## src/rtl/commit_trace_arbiter_pkg.sv

```systemverilog
// Shared types for the commit trace path.
// Holds the trace record layout, sequence width and a record builder.
package commit_trace_arbiter_pkg;

    localparam int unsigned TRACE_SEQ_W = 16;

    typedef enum logic [1:0] {
        PRIV_U = 2'b00,
        PRIV_S = 2'b01,
        PRIV_M = 2'b11
    } priv_lvl_t;

    typedef struct packed {
        logic [TRACE_SEQ_W-1:0] seq;
        logic [63:0]            pc;
        logic [31:0]            instr;
        logic [4:0]             waddr;
        logic [63:0]            wdata;
        logic                   we_gpr;
        logic                   we_fpr;
        logic                   we_posr;
        priv_lvl_t              priv_lvl;
    } trace_rec_t;

    function automatic trace_rec_t make_rec(
        input logic [TRACE_SEQ_W-1:0] seq,
        input logic [63:0]            pc,
        input logic [31:0]            instr,
        input logic [4:0]             waddr,
        input logic [63:0]            wdata,
        input logic                   we_gpr,
        input logic                   we_fpr,
        input logic                   we_posr,
        input priv_lvl_t              priv_lvl
    );
        trace_rec_t r;
        r.seq      = seq;
        r.pc       = pc;
        r.instr    = instr;
        r.waddr    = waddr;
        r.wdata    = wdata;
        r.we_gpr   = we_gpr;
        r.we_fpr   = we_fpr;
        r.we_posr  = we_posr;
        r.priv_lvl = priv_lvl;
        return r;
    endfunction

endpackage

```

## src/rtl/commit_trace_arbiter_fifo.sv

```systemverilog
// Trace record FIFO with two in-order write ports and one read port.
// Ports: we0/we1 + data (we1 honoured only with we0), pop, head valid/data, count.
module trace_fifo_2w1r
    import commit_trace_arbiter_pkg::*;
#(
    parameter int unsigned DEPTH = 8
) (
    input  logic                     clk_i,
    input  logic                     rst_ni,
    input  logic                     we0_i,
    input  logic                     we1_i,
    input  trace_rec_t               wdata0_i,
    input  trace_rec_t               wdata1_i,
    input  logic                     pop_i,
    output logic                     valid_o,
    output trace_rec_t               rdata_o,
    output logic [$clog2(DEPTH):0]   count_o
);

    localparam int unsigned AW = $clog2(DEPTH);
    localparam int unsigned CW = AW + 1;

    trace_rec_t      mem [DEPTH];
    logic [AW-1:0]   wptr_q;
    logic [AW-1:0]   rptr_q;
    logic [CW-1:0]   count_q;
    logic [AW-1:0]   wptr1;
    logic [1:0]      n_push;

    assign wptr1  = wptr_q + AW'(1);
    assign n_push = we0_i ? (we1_i ? 2'd2 : 2'd1) : 2'd0;

    always_ff @(posedge clk_i) begin
        if (we0_i) mem[wptr_q] <= wdata0_i;
        if (we0_i && we1_i) mem[wptr1] <= wdata1_i;
    end

    always_ff @(posedge clk_i or negedge rst_ni) begin
        if (!rst_ni) begin
            wptr_q  <= '0;
            rptr_q  <= '0;
            count_q <= '0;
        end else begin
            wptr_q  <= wptr_q + AW'(n_push);
            rptr_q  <= rptr_q + AW'(pop_i);
            count_q <= count_q + CW'(n_push) - CW'(pop_i);
        end
    end

    // Head is forced to zero when empty so stale storage never leaks out.
    assign valid_o = (count_q != '0);
    assign rdata_o = valid_o ? mem[rptr_q] : '0;
    assign count_o = count_q;

endmodule

```

## src/rtl/commit_trace_arbiter.sv

```systemverilog
// Serialises up to two commit records per cycle into an in-order trace stream.
// Ports: commit taps in, valid/ready trace out, occupancy, drop count, overflow.
module commit_trace_arbiter
    import commit_trace_arbiter_pkg::*;
#(
    parameter int unsigned DEPTH        = 8,
    parameter bit          FILTER_DEBUG = 1'b1
) (
    input  logic                      clk_i,
    input  logic                      rst_ni,
    input  logic                      trace_en_i,
    input  logic                      clear_i,
    input  logic [1:0]                commit_ack_i,
    input  logic [1:0][63:0]          commit_pc_i,
    input  logic [1:0][31:0]          commit_instr_i,
    input  logic [1:0][4:0]           waddr_i,
    input  logic [1:0][63:0]          wdata_i,
    input  logic [1:0]                we_gpr_i,
    input  logic [1:0]                we_fpr_i,
    input  logic [1:0]                we_posr_i,
    input  priv_lvl_t                 priv_lvl_i,
    input  logic                      debug_mode_i,
    output logic                      trace_valid_o,
    input  logic                      trace_ready_i,
    output trace_rec_t                trace_rec_o,
    output logic [$clog2(DEPTH):0]    count_o,
    output logic [15:0]               drop_cnt_o,
    output logic                      overflow_o
);

    localparam int unsigned CW = $clog2(DEPTH) + 1;

    logic                   en;
    logic                   pop;
    logic                   first;
    logic [1:0]             n_cand;
    logic [1:0]             n_acc;
    logic [1:0]             n_drop;
    logic [CW-1:0]          free;
    logic [TRACE_SEQ_W-1:0] seq_q;
    logic [15:0]            drop_q;
    logic [15:0]            drop_base;
    logic [16:0]            drop_sum;
    logic                   ovf_q;
    trace_rec_t             rec0;
    trace_rec_t             rec1;

    assign pop   = trace_valid_o & trace_ready_i;
    assign en    = trace_en_i & ~(FILTER_DEBUG & debug_mode_i);
    assign first = ~commit_ack_i[0];

    assign n_cand = en ? ({1'b0, commit_ack_i[0]} + {1'b0, commit_ack_i[1]})
                       : 2'd0;

    // A pop this cycle frees a slot for a same-cycle push.
    assign free = CW'(DEPTH) - count_o + CW'(pop);

    always_comb begin
        n_acc = 2'd0;
        if (n_cand == 2'd2 && free >= CW'(2)) n_acc = 2'd2;
        else if (n_cand != 2'd0 && free != '0) n_acc = 2'd1;
    end

    assign n_drop = n_cand - n_acc;

    // Port 1 alone is compacted into the first slot.
    assign rec0 = make_rec(seq_q,
                           commit_pc_i[first], commit_instr_i[first],
                           waddr_i[first], wdata_i[first],
                           we_gpr_i[first], we_fpr_i[first],
                           we_posr_i[first], priv_lvl_i);

    assign rec1 = make_rec(seq_q + TRACE_SEQ_W'(1),
                           commit_pc_i[1], commit_instr_i[1],
                           waddr_i[1], wdata_i[1],
                           we_gpr_i[1], we_fpr_i[1],
                           we_posr_i[1], priv_lvl_i);

    // Clear applies first so same-cycle drops survive it.
    assign drop_base = clear_i ? 16'd0 : drop_q;
    assign drop_sum  = {1'b0, drop_base} + 17'(n_drop);

    always_ff @(posedge clk_i or negedge rst_ni) begin
        if (!rst_ni) begin
            seq_q  <= '0;
            drop_q <= '0;
            ovf_q  <= 1'b0;
        end else begin
            seq_q  <= seq_q + TRACE_SEQ_W'(n_cand);
            drop_q <= drop_sum[16] ? 16'hFFFF : drop_sum[15:0];
            ovf_q  <= (ovf_q & ~clear_i) | (n_drop != 2'd0);
        end
    end

    assign drop_cnt_o = drop_q;
    assign overflow_o = ovf_q;

    trace_fifo_2w1r #(
        .DEPTH (DEPTH)
    ) u_fifo (
        .clk_i    (clk_i),
        .rst_ni   (rst_ni),
        .we0_i    (n_acc != 2'd0),
        .we1_i    (n_acc == 2'd2),
        .wdata0_i (rec0),
        .wdata1_i (rec1),
        .pop_i    (pop),
        .valid_o  (trace_valid_o),
        .rdata_o  (trace_rec_o),
        .count_o  (count_o)
    );

endmodule
```

## config.mk

```make
export PLATFORM = sky130hd
export DESIGN_NAME = commit_trace_arbiter
export DESIGN_NICKNAME = d
export VERILOG_FILES = /design/src/rtl/commit_trace_arbiter_pkg.sv /design/src/rtl/commit_trace_arbiter_fifo.sv /design/src/rtl/commit_trace_arbiter.sv
export SDC_FILE = /design/constraint.sdc
export NUM_CORES = 2
export LEC_CHECK = 0
export CORE_MARGIN = 3
export CORE_UTILIZATION = 30
export DETAILED_ROUTE_END_ITERATION = 10
export PLACE_DENSITY = 0.52
export REMOVE_ABC_BUFFERS = 1
export SETUP_SLACK_MARGIN = 0.2
export SLEW_MARGIN = 20
export SYNTH_ARGS = -nofsm -noshare
export SYNTH_HDL_FRONTEND = slang
export SYNTH_HIERARCHICAL = 1
export SYNTH_SLANG_ARGS = --single-unit
```

## constraint.sdc

```tcl
create_clock -name clk_i -period 16.7 [get_ports clk_i]
set_input_delay 2.505 -clock clk_i [delete_from_list [all_inputs] [get_ports clk_i]]
set_output_delay 2.505 -clock clk_i [all_outputs]
set_load 0.005 [all_outputs]
```

### Word-level counts from Yosys, hierarchy flattened

Memory sizes are Yosys's and may differ from the RTL's.
Index checks and enable logic that the tools add are counted.

| word-level totals | value |
|---|---|
| bits in registers | 43 |
| memories kept | 1 |
| memory bits (writable) | 1,488 |
| word-level logic and storage cells | 64 |

| cells by class | value |
|---|---|
| equal/unequal tests | 2 |
| multiplexer cells | 26 |
| order comparisons | 2 |
| reductions and logical operators | 8 |
| add/subtract/negate cells | 12 |
| bitwise gates (word level) | 7 |

Memories:

| name | depth | width | rd ports | clocked after Yosys merged registers in | wr ports | line | source |
|---|---|---|---|---|---|---|---|
| u_fifo.mem | 8 | 186 | 1 | 0 | 2 | commit_trace_arbiter_fifo.sv:23 | `trace_rec_t mem [DEPTH];` |

Operator list:

| operator | number |
|---|---|
| 64-bit 2-to-1 mux | 4 |
| 186-bit 2-to-1 mux | 1 |
| 32-bit 2-to-1 mux | 2 |
| 16-bit 2-to-1 mux | 2 |
| 16-bit by 2-bit adder with 17-bit output | 1 |
| 16-bit by 1-bit adder with 16-bit output, second input constant | 1 |
| 16-bit by 2-bit adder with 16-bit output | 1 |
| 1-bit 2-to-1 mux | 11 |
| 5-bit 2-to-1 mux | 2 |
| 2-bit 2-to-1 mux | 4 |
| 4-bit nonzero test | 2 |
| 2-bit nonzero test | 3 |
| 4-bit by 1-bit adder with 4-bit output | 1 |
| 4-bit by 2-bit adder with 4-bit output | 1 |
| 2-bit == test, second input constant | 2 |
| 4-bit by 2-bit greater-or-equal comparator with 1-bit output, second input constant | 1 |
| 4-bit by 1-bit subtractor with 4-bit output | 1 |
| 4-bit subtractor, first input constant | 1 |
| 3-bit by 1-bit adder with 3-bit output | 1 |
| 3-bit by 1-bit adder with 3-bit output, second input constant | 1 |
| 3-bit by 2-bit adder with 3-bit output | 1 |
| 1-bit AND | 3 |
| 1-bit logical AND | 3 |
| 1-bit NOT | 3 |
| other kinds (4) | 4 |

### Depth between registers and ports, before layout

| depth | value |
|---|---|
| depth after elaboration | 12 |
| depth in mapped cells | 21 |
| gate-level depth less buffers | 20 |

### Hierarchy

Netlist, hierarchy kept.

By module, submodules not included:

| module | cells each | area each (um^2) | times used |
|---|---|---|---|
| trace_fifo_2w1r | 3,892 | 73,742.0 | 1 |
| commit_trace_arbiter | 401 | 4,132.7 | 1 |

### Worst setup path after synthesis

Ideal clock, no wire load.

| timing path | value |
|---|---|
| path kind | input-to-reg |
| start point | in trace_ready_i |
| end point | mem u_fifo/mem[0][0] (netlist bit) (enable) |
| arrival time | 17,557 ps |
| required time | 15,696 ps |
| library setup time | 1,004 ps |
| path slack | -1,861 ps |
| cell stages on the path | 11 |
| cells stage by stage | nand2_1 ha_1 inv_1 ha_1 nor2_1 and4b_1 or2_2 a22oi_1 buf_2 nand2b_1 o31ai_1 |

RTL lines:

| element | line | source |
|---|---|---|
| from (decl) | commit_trace_arbiter.sv:24 | `input logic trace_ready_i,` |
| to (decl) | commit_trace_arbiter_fifo.sv:23 |  |

==> flow_summary.yaml <==
synthesis:
  synthDominantAreaCellType: "edfxtp_1"
  netlist_top_cells_count: "1488 x edfxtp_1, 1484 x mux2_2, 372 x mux4_2"
  synth-edff-count: 1488
  synth-seq-area-share_pct: 58.8
  avgSynthCellArea_um2: 18.1
  synth_cells: 4293
  yosys-top-cells-area: "edfxtp_1 57%, mux2_2 21%, mux4_2 11%"
  synth_most_common_cell: "edfxtp_1"
  yosysWarningCount: 6
  async_sr_flop_fraction_pct: 2.81
  post_synth_num_cell_types: 66
  synth_top_area_share_pct: 57.4
  post_synth_instance_area_mm2: 0.0779
  ys_seq_elements: 1531
  synthFlopType: "edfxtp_1"
floorplan:
  design.die.area_mm2: 0.266
  boundary_pin_count: 554
  height_of_the_die_um: 515
  core.rowCount: 186
  die_w_um: 515
  core_region_area_mm2: 0.258
  start_util_pct: 30.2
cts:
  cts.repair.resized: 0
  tritoncts_num_sinks: 1531
  clk_path_buf_depth: 3
  cts_tree: "built"
  numCtsBuffers: 178
  cts_setup_buffers: 0
  htree_levels: 4
  clkSlewWorstSetupHoldPaths_ns: 0.06
  clock_tree.root_cell: "clkbuf_16"
  clock_latency_ns: 0.86
  ctsHoldBuffers: 0
job:
  max_cap_viol_count: 0
placed_design:
  port_buffers: 553
  detailed_place.area_mm2: 0.0869
  detailedPlacementHpwl_mm: 130
  place_congestion: 0.729
sta:
  worst_slew_margin_rel_pct: 23.9
  rsz_0062_raised_after_global_routing: "no"
  worst_pin_slew_ns: 1.14
  setup-violations-final: 0
  maxClockFrequency_ghz: 0.124
  worst_clock_skew_ns: 0.0411
  total_count_of_hold_check_failures_in_the_final_report: 0
  hold-worst-slack_ns: 0.542
  final.setup.tns_ns: 0
  timing_max_transition_violations_final: 0
  post-route-min-period_ns: 8.08
  finalCritPeriodShare_pct: 48.4
finish:
  stdcell_area_mm2: 0.0924
  post-route-util_pct: 35.9
  area_delta_synth_final_pct: 18.7
  layout.filler_cells: 24200
  layout-drive-gt1-share_pct: 44.6
  finalNetCount: 5158
global_routing:
  vias_in_the_first_global_route: 46700
  grt_max_degree: 112
  grt_antenna_before_repair: 16
  grt_first_pass_wirelength_mm: 343
  grt_util_all_layers_pct: 17.7
  aggregate_global_routing_overflow: 0
hold_path:
  holdCritPathClass: "register to register"
worst_setup_path:
  crit_path_max_fo: 51
  worst_path_most_repeated_cell: "buf_4"
  setup.worst_path.end_class: "primary output"
  required_ns: 14.20
  startpoint_type: "register"
  critPathKind: "register to primary output"
  worstPathCellList: "inv_1, ha_1, or3b_2, nor2b_4, buf_4, buf_4, buf_4, a22o_1, clkdlybuf4s50_1"
  timing.critical_path.slowest_cell_delay_ns: 0.90
  critical-path-slowest-cell: "buf_4"
  crit_arrival_ns: 5.58
detailed_routing:
  totalWireLength_mm: 239
  drt_pre_antenna_iters: 5
  number_of_nets_with_antenna_violations_after_routing: 0
  met2RoutedLength_mm: 114
  detail_route.vias_per_cell: 5.22
  wl_met1_mm: 108
  drc_errors: 0
  dr_total_vias: 43400
  post_drt_wl_per_cell_um: 28.8
  drt-initial-drc-count: 3400
  route.met3.wl_mm: 12.6
  top_layer_used: "met5"
pwr:
  fin_total_pwr_mw: 12.8
  worst_ir_drop_vdd_mv: 0.117
  leakage_nw: 29.8
  power_density_mw_per_mm2: 138
run_status:
  run_status: "finished, final reports clean"
-- sequential cells by signal, summed over array words and instances, names as in the netlist --
register	cells
u_fifo/rptr_q	3
u_fifo/mem	1488
u_fifo/wptr_q	3
u_fifo/count_o	4
drop_cnt_o	16
seq_q	16
overflow_o	1
-- final timing paths --
check,from,endpoint,slack (ns),depth (start not counted)
max,u_fifo/count_o[2]$_DFF_PN0_,trace_rec_o[142],8.62,9
min,u_fifo/rptr_q[2]$_DFF_PN0_,u_fifo/rptr_q[2]$_DFF_PN0_,0.54,1
max reg2reg,u_fifo/count_o[2]$_DFF_PN0_,u_fifo/mem[3][10]$_DFFE_PP_,9.49,18
min reg2reg,u_fifo/rptr_q[2]$_DFF_PN0_,u_fifo/rptr_q[2]$_DFF_PN0_,0.54,1
max in group asynchronous,rst_ni,u_fifo/rptr_q[1]$_DFF_PN0_,14.42,2
min in group asynchronous,rst_ni,drop_cnt_o[10]$_DFF_PN0_,1.75,2
-- power by group --
| group | total, mW | switching, mW | internal [mW] |
|---|---|---|---|
| Combinational | 4.35 | 2.18 | 2.17 |
| Clock | 3.74 | 1.64 | 2.10 |
| Sequential | 4.68 | 0.153 | 4.52 |
| Total | 12.8 | 3.97 | 8.80 |
-- stage by stage --
step	worst slack (ns)	std cells
floorplan	-11.72	3979
global placement	7.66	7994
detailed placement	7.69	7994
CTS	8.54	8309
global route	8.27	8312
finish	8.62	8315
-- kinds of logic (layout without fill, tap and decap cells) --
group	Yosys count	after routing	share of synthesized area, %
mux	2029	2029	34.7
compound gates	218	218	2.38
flops	1531	1531	58.8
buf+inv	338	971	2.30
other cells	0	5	0
xor+xnor	48	48	0.559
simple gates	108	108	0.909
fa+ha+maj	21	21	0.376
-- critical path, delay by kind of cell (launching register included) --
family                   cells  cell delay [ns]
AND/OR/NAND/NOR              2             0.43
AO/OA/AOI/OAI                1             0.41
adder cells (fa/ha/maj)      1             0.19
buffers and inverters        5             3.18
flip-flops                   1             0.42
-- layout make-up --
class                      instances  area (µm²)  share of cell area [%]
antenna                            5        12.5                  0.0135
timing repair buffer             632        6340                    6.86
inverter                          24        90.1                  0.0975
clock inverter                    79         798                   0.864
multi-input combinational       2424       30500                    33.0
tap                             3384        4230                    4.58
clock buffer                     236        4710                    5.10
sequential                      1531       45800                    49.5
-- layout by cell type (no fill, tap or decap), types with 3 or more instances in the layout --
cell / synthesis / routed
edfxtp_1: 1488 / 1488
mux2_2: 1484 / 1484
clkdlybuf4s50_1: 0 / 551
mux4_2: 372 / 372
a22o_1: 186 / 186
clkbuf_16: 0 / 180
mux2_1: 172 / 172
buf_4: 81 / 62
clkbuf_1: 63 / 56
dfrtp_1: 43 / 41
clkinv_1: 0 / 39
xnor2_1: 32 / 32
inv_1: 24 / 24
nand2_1: 22 / 21
ha_1: 17 / 17
clkinv_2: 0 / 17
buf_12: 0 / 15
xor2_1: 14 / 14
nand3_1: 10 / 10
clkinv_16: 0 / 9
nand4_1: 8 / 8
nor2_1: 9 / 8
nor3_1: 8 / 8
bufinv_16: 0 / 7
o21ai_2: 6 / 6
diode_2: 0 / 5
a21oi_1: 5 / 5
nand2b_1: 5 / 5
or2_2: 4 / 4
fa_1: 4 / 4
nand3b_1: 3 / 3
and3_1: 3 / 3
and2b_1: 3 / 3
nor2_4: 0 / 3
o22ai_4: 0 / 3
-- layer usage --
metal / vias up / GRT usage [%]
met5: - / 0
met4: 10 / 3.66
met3: 250 / 3.01
met2: 1264 / 28.8
met1: 23200 / 24.8
li1: 18700 / -
Note: power is estimated with default switching activity, not from simulation.
